## config.mk

```make
export PLATFORM = sky130hd
export DESIGN_NAME = hazard_ctrl
export DESIGN_NICKNAME = d
export VERILOG_FILES = /design/src/rtl/hazard_ctrl.sv
export SDC_FILE = /design/constraint.sdc
export NUM_CORES = 1
export LEC_CHECK = 0
export CAP_MARGIN = 10
export CORE_ASPECT_RATIO = 1.5
export CORE_UTILIZATION = 60
export DETAILED_ROUTE_END_ITERATION = 16
export DONT_BUFFER_PORTS = 1
export GPL_ROUTABILITY_DRIVEN = 0
export GPL_TIMING_DRIVEN = 0
export PLACE_DENSITY = 0.84
export SETUP_SLACK_MARGIN = 0.3
export SKIP_CTS_REPAIR_TIMING = 1
export SLEW_MARGIN = 5
export SYNTH_ARGS = -nofsm -noshare
export SYNTH_HDL_FRONTEND = slang
export SYNTH_SLANG_ARGS = --single-unit
export TNS_END_PERCENT = 1
```

## constraint.sdc

```tcl
create_clock -name h_clk -period 2.7 [get_ports h_clk]
set_clock_uncertainty 0.1 [all_clocks]
set_input_delay 0.27 -clock h_clk [delete_from_list [all_inputs] [get_ports h_clk]]
set_output_delay 0.27 -clock h_clk [all_outputs]
set_load 0.005 [all_outputs]
```

## src/rtl/hazard_ctrl.sv

```systemverilog
// Hazard controller beside ID: load-use stall, taken-branch flush and registered EX forwarding selects.
// Define HAZARD_STATS_EN to build the saturating stall/flush statistics counters.
//
// state | meaning
// RUN   | last cycle issued normally (or bubbled an empty ID)
// STALL | last cycle held PC and IF/ID for a load-use hazard
// FLUSH | last cycle squashed the wrong path behind a taken branch
module hazard_ctrl #(
    parameter int AWIDTH = 5,
    parameter int SWIDTH = 16
) (
    input  logic              h_clk,
    input  logic              h_rst,
    input  logic              h_i_ce,
    input  logic [AWIDTH-1:0] h_i_addr_rs,
    input  logic [AWIDTH-1:0] h_i_addr_rt,
    input  logic [AWIDTH-1:0] h_i_addr_rd,
    input  logic              h_i_reg_dst,
    input  logic              h_i_reg_wr,
    input  logic              h_i_alu_src,
    input  logic              h_i_branch,
    input  logic              h_i_memread,
    input  logic              h_i_memwrite,
    input  logic              h_i_br_taken,
    output logic              h_o_pc_we,
    output logic              h_o_ifid_we,
    output logic              h_o_ifid_flush,
    output logic              h_o_idex_bubble,
    output logic [1:0]        h_o_fwd_a,
    output logic [1:0]        h_o_fwd_b,
    output logic [1:0]        h_o_state,
    output logic [SWIDTH-1:0] h_o_stall_cnt,
    output logic [SWIDTH-1:0] h_o_flush_cnt
);

    typedef enum logic [1:0] {
        ST_RUN   = 2'b00,
        ST_STALL = 2'b01,
        ST_FLUSH = 2'b10
    } state_t;

    state_t            state_q, state_d;
    logic              ex_valid_q, ex_wr_q, ex_mrd_q, ex_br_q;
    logic [AWIDTH-1:0] ex_dst_q;
    logic              mem_valid_q, mem_wr_q;
    logic [AWIDTH-1:0] mem_dst_q;
    logic [1:0]        fwd_a_q, fwd_b_q, fwd_a_d, fwd_b_d;

    logic [AWIDTH-1:0] id_dst;
    logic              id_wr, use_rt, ex_load, load_use, br_flush, advance;
    logic              ex_fwd_ok, mem_fwd_ok;

    assign id_dst   = h_i_reg_dst ? h_i_addr_rd : h_i_addr_rt;
    assign id_wr    = h_i_ce & h_i_reg_wr & (id_dst != '0);
    assign use_rt   = h_i_ce & (~h_i_alu_src | h_i_branch | h_i_memwrite);

    assign ex_load  = ex_valid_q & ex_mrd_q & ex_wr_q & (ex_dst_q != '0);
    assign load_use = h_i_ce & ex_load &
                      ((ex_dst_q == h_i_addr_rs) | (use_rt & (ex_dst_q == h_i_addr_rt)));
    assign br_flush = ex_valid_q & ex_br_q & h_i_br_taken;
    assign advance  = h_i_ce & ~br_flush & ~load_use;

    // A load still in EX has no data yet, so only non-load producers forward from EX/MEM.
    assign ex_fwd_ok  = ex_valid_q & ex_wr_q & ~ex_mrd_q & (ex_dst_q != '0);
    assign mem_fwd_ok = mem_valid_q & mem_wr_q & (mem_dst_q != '0);

    function automatic logic [1:0] fwd_sel(
        input logic [AWIDTH-1:0] src,
        input logic              ex_ok,
        input logic [AWIDTH-1:0] ex_dst,
        input logic              mem_ok,
        input logic [AWIDTH-1:0] mem_dst
    );
        if (src == '0)
            return 2'b00;
        else if (ex_ok && (ex_dst == src))
            return 2'b10;
        else if (mem_ok && (mem_dst == src))
            return 2'b01;
        else
            return 2'b00;
    endfunction

    always_comb begin
        h_o_pc_we       = 1'b1;
        h_o_ifid_we     = 1'b1;
        h_o_ifid_flush  = 1'b0;
        h_o_idex_bubble = ~h_i_ce;
        state_d         = ST_RUN;
        if (br_flush) begin
            h_o_ifid_flush  = 1'b1;
            h_o_idex_bubble = 1'b1;
            state_d         = ST_FLUSH;
        end else if (load_use) begin
            h_o_pc_we       = 1'b0;
            h_o_ifid_we     = 1'b0;
            h_o_idex_bubble = 1'b1;
            state_d         = ST_STALL;
        end
    end

    always_comb begin
        fwd_a_d = 2'b00;
        fwd_b_d = 2'b00;
        if (advance) begin
            fwd_a_d = fwd_sel(h_i_addr_rs, ex_fwd_ok, ex_dst_q, mem_fwd_ok, mem_dst_q);
            fwd_b_d = fwd_sel(h_i_addr_rt, ex_fwd_ok, ex_dst_q, mem_fwd_ok, mem_dst_q);
        end
    end

    always_ff @(posedge h_clk or negedge h_rst) begin
        if (!h_rst) begin
            state_q     <= ST_RUN;
            ex_valid_q  <= 1'b0;
            ex_wr_q     <= 1'b0;
            ex_mrd_q    <= 1'b0;
            ex_br_q     <= 1'b0;
            ex_dst_q    <= '0;
            mem_valid_q <= 1'b0;
            mem_wr_q    <= 1'b0;
            mem_dst_q   <= '0;
            fwd_a_q     <= 2'b00;
            fwd_b_q     <= 2'b00;
        end else begin
            state_q     <= state_d;
            mem_valid_q <= ex_valid_q;
            mem_wr_q    <= ex_wr_q;
            mem_dst_q   <= ex_dst_q;
            ex_valid_q  <= advance;
            ex_wr_q     <= advance & id_wr;
            ex_mrd_q    <= advance & h_i_memread;
            ex_br_q     <= advance & h_i_branch;
            ex_dst_q    <= advance ? id_dst : '0;
            fwd_a_q     <= fwd_a_d;
            fwd_b_q     <= fwd_b_d;
        end
    end

    assign h_o_fwd_a = fwd_a_q;
    assign h_o_fwd_b = fwd_b_q;
    assign h_o_state = state_q;

`ifdef HAZARD_STATS_EN
    logic [SWIDTH-1:0] stall_cnt_q, flush_cnt_q;

    always_ff @(posedge h_clk or negedge h_rst) begin
        if (!h_rst) begin
            stall_cnt_q <= '0;
            flush_cnt_q <= '0;
        end else begin
            if (load_use && !br_flush && !(&stall_cnt_q))
                stall_cnt_q <= stall_cnt_q + SWIDTH'(1);
            if (br_flush && !(&flush_cnt_q))
                flush_cnt_q <= flush_cnt_q + SWIDTH'(1);
        end
    end

    assign h_o_stall_cnt = stall_cnt_q;
    assign h_o_flush_cnt = flush_cnt_q;
`else
    assign h_o_stall_cnt = '0;
    assign h_o_flush_cnt = '0;
`endif

endmodule
```

## After elaboration in Yosys (flattened, before gate mapping)

Index checks and enable logic that the tools add are counted.

- Eq/ne operators: 4
- Bitwise operators: 29
- Reductions and logical operators: 9
- Mux-type cells: 17

Operators with widths:

| kind | count |
|---|---|
| AND 1 bit | 21 |
| equality test 5 bit | 4 |
| nonzero test 5 bit | 3 |
| two-way mux 2 bit | 7 |
| zero test 5 bit | 2 |
| two-way mux 5 bit | 2 |
| two-way mux 1 bit | 8 |
| NOT 1 bit | 5 |
| logical AND 1 bit | 4 |
| bitwise OR 1 bit | 3 |

- Input port bits: 25
- Flip-flop bits (word level): 22
- Logic and storage cells: 70

## Longest topological paths before layout

- Depth in word-level cells: 10
- Gate-level depth with buffers: 6
- Mapped depth without buffers: 5

## Worst setup path after synthesis

Ideal clock, no wire load.

- Path type: register to output
- Start: reg ex_dst_q[1]
- End: out h_o_pc_we
- Stages on the path, launching flop included: 7
- Data required time: 2.330 ns
- Arrival time: 1.581 ns
- Buffers on the path: 1
- Path slack: 0.749 ns
- Path through: dfrtp_1 or4_1 o211ai_2 or2_4 nor3_1 inv_1 buf_4

- Longest elaborated chain between the ends: 6
- Elaborated cells between the ends (all ways): 10
- Those cells by class: 2 x eq/ne; 2 x mux; 5 x bitwise; 1 x reduce/logical

RTL lines:

| element | line | RTL |
|---|---|---|
| start, declared | 44 | `logic [AWIDTH-1:0] ex_dst_q;` |
| start signal, assigned | 133 | `ex_dst_q <= advance ? id_dst : '0;` |
| equality test 5 bit / nonzero test 5 bit (equally long branches) | 59, 57 |  |
| AND 1 bit (on tied branches) | 59, 57 |  |
| bitwise OR 1 bit / AND 1 bit (equally long branches) | 59, 58 |  |
| AND 1 bit (*) | 58 | `assign load_use = h_i_ce & ex_load &` |
| two-way mux 1 bit (*) (2 in a row) | - |  |
| end, declared | 25 | `output logic h_o_pc_we,` |

Mark *: on every way between the ends. The rest lies on a longest branch, timed or not.

## Final worst setup path

Ends and elaborated chain as after synthesis.

==> run summary <==
status -> finished clean
Port Buffers -> 0
wire per inst -> 12.81 um
setup-violating endpoint count in the final report -> 0
Largest stage delay, worst path -> 0.56 ns
final WL -> 2523 um
r2r endpoint -> ex_wr_q
r2r setup slk -> 0.73 ns
Worst Setup Start Kind -> register
ANT cells -> 0
Clk Tree Root Cell -> clkbuf_4
Hold Crit Endpoint -> ex_dst_q[0]
Cell variety after synth -> 26
layout net count -> 201
DR pass1 iterations -> 4
Worst-Margin Slew -> 0.9033 ns
row count -> 20
commonest cells after routing, fill and taps aside -> buf_4, conb_1, dfrtp_1, xor2_1, nor2_1
CP arrival -> 1.94 ns
CP max-delay cell -> or4_4
Area growth, synth to finish -> 23.40%
leakage -> 0.8582 nW
Finished Layout Cells -> 197
ys flop type -> dfrtp_1
1st-iter DRT viols -> 12
CP Max Fanout -> 4
most common cell after layout, fill and taps aside -> buf_4
PwrDens -> 456.4 mW/mm2
ranking of synthesized cells by area -> dfrtp_1, buf_4, xor2_1, mux2i_1, nor2_1
crit path time final -> 2.308 ns
Max Clock Freq -> 433.2 MHz
Clock transition at path regs -> 0.11 ns
Yosys reg bits -> 22
Final HPWL DP -> 1960 um
core area -> 0.002052 mm2
first-pass GRT wire length -> 3553 um
Design Area, Final -> 0.001637 mm2
DIE WIDTH -> 40.39 um
GR Overflow Total -> 0
CP required -> 2.33 ns
Max transition margin -> 39.58%
hold slack -> 0.01003 ns
H-tree Lvls -> 1
maximum vdd drop -> 0.0003808 V
Initial Util -> 64.63%
Cell Area, Placed -> 0.001470 mm2
Async SR Flop Fraction -> 100.0%
Max-Cap Viols -> 0
Die Span Y -> 59.58 um
initial antenna violation count -> 0
Syn. warnings -> 0
FF-to-FF Start -> ex_dst_q[1]
Worst Reg-to-Reg Cells -> 6
Max clock buf depth -> 2
CP top delay family -> simple AND/OR/NAND/NOR gates
WS Path Type -> register to primary output
via count -> 978
Avg Inst Size Synth -> 10.12 um2
post-synth top area share -> 41.51%
CTS Buf Count -> 3
Hold Path Class -> input pin to register
share of cells above drive strength 1 -> 30.29%
Hold Fails Final Rpt -> 0
CP cell instances -> or4_4 -> o211ai_4 -> or2_4 -> nor3_2 -> inv_1 -> buf_4
CP bufs+invs -> 2
Mapped Area -> 0.001326 mm2
drt drc -> 0
Pins Over Slew Limit -> 0
Vias/cell -> 4.964
hold_sp -> h_i_addr_rt[0]
Inst Count DP -> 184
Ports -> 67
clk_lat worst skew -> 0.31 ns
Setup crit end kind -> primary output
Total Routing Usage GR -> 21.94%
Post-synth EDFFs -> 0
Seq/Total Area, Yosys -> 41.51%
RSZ-0062 raised after global routing -> no
setup TNS -> 0 ns
clock tree sinks -> 22
die area -> 0.002406 mm2
largest net degree at the start of global routing -> 23
CTS tree -> done
DRT antenna net count -> 0
vias in the first global route -> 885
hold-critical path depth -> 2
period utilization -> 85.50%
Synth Instances -> 131
post-synth top area cell -> dfrtp_1
how the worst max path moves through the flow:
stage | start | end | slack (ns) | depth (start not counted)
2_1_floorplan | ex_dst_q[1] | h_o_pc_we | 0.75 | 6
3_3_place_gp | ex_dst_q[1] | h_o_pc_we | 0.63 | 6
3_5_place_dp | ex_dst_q[1] | h_o_pc_we | 0.59 | 6
4_1_cts | ex_dst_q[1] | h_o_pc_we | 0.22 | 6
5_1_grt | ex_dst_q[0] | h_o_pc_we | 0.32 | 6
6_report | ex_dst_q[1] | h_o_pc_we | 0.39 | 6
logic make-up after synthesis:
logic type,after synthesis,synth area share (%)
AOI/OAI and AO/OA,9,6.698
other,1,0.2827
muxes,5,3.774
xor gates and xnor gates,20,13.21
DFF,22,41.51
buffers and inverters,39,20.47
and+or+nand+nor,35,14.06
synthesized netlist by cell type (all sizes together), types with 3 or more instances:
cell / instances
xnor2: 5
nor2: 12
nor3: 6
o211ai: 3
buf: 34
nand2: 4
or4: 4
nor4: 5
dfrtp: 22
xor2: 15
inv: 5
mux2i: 5
where the power goes:
part	internal, W	leakage (nW)	switching [W]
Combinational	0.0000732	0.544	0.0000608
Sequential	0.000345	0.286	0.0000185
Clock	0.000150	0.0279	0.0000988
flip-flops by register name, summed over array words and instances (netlist names):
| register | cells |
|---|---|
| ex_valid_q | 1 |
| ex_wr_q | 1 |
| h_o_fwd_b | 2 |
| h_o_state | 2 |
| ex_dst_q | 5 |
| mem_dst_q | 5 |
| h_o_fwd_a | 2 |
| ex_mrd_q | 1 |
| mem_valid_q | 1 |
| mem_wr_q | 1 |
| ex_br_q | 1 |
per-stage QoR:
step | util (%) | power, W | setup slack, ns
floorplan | - | 0.0004627 | 0.7489
global placement | 71.65 | 0.0004734 | 0.6302
detailed placement | 71.65 | 0.0004769 | 0.5904
CTS | 74.21 | 0.0007207 | 0.2231
global route | 79.76 | 0.0007763 | 0.3241
finish | 79.76 | 0.0007469 | 0.3916
final cells by class:
class                   count  area [um2]
fillers                   137       415.4
multi-input cells         101       649.4
inverters                   5       18.77
repair buffers              9       82.58
well taps                  22       27.53
clock inverters             1       30.03
flip-flops and latches     22       553.0
plain buffers              34       252.7
clock buffers               3       22.52
metal layers:
metal  vias up  GRT usage [%]  share of wire [%]
li1        460              -                  -
met3        11          5.639                8.3
met1       445          21.23                 32
met4         0          13.33                3.7
met5         -              0                  0
met2        62          38.32                 56
No activity file was read; power rests on OpenSTA's default activity.
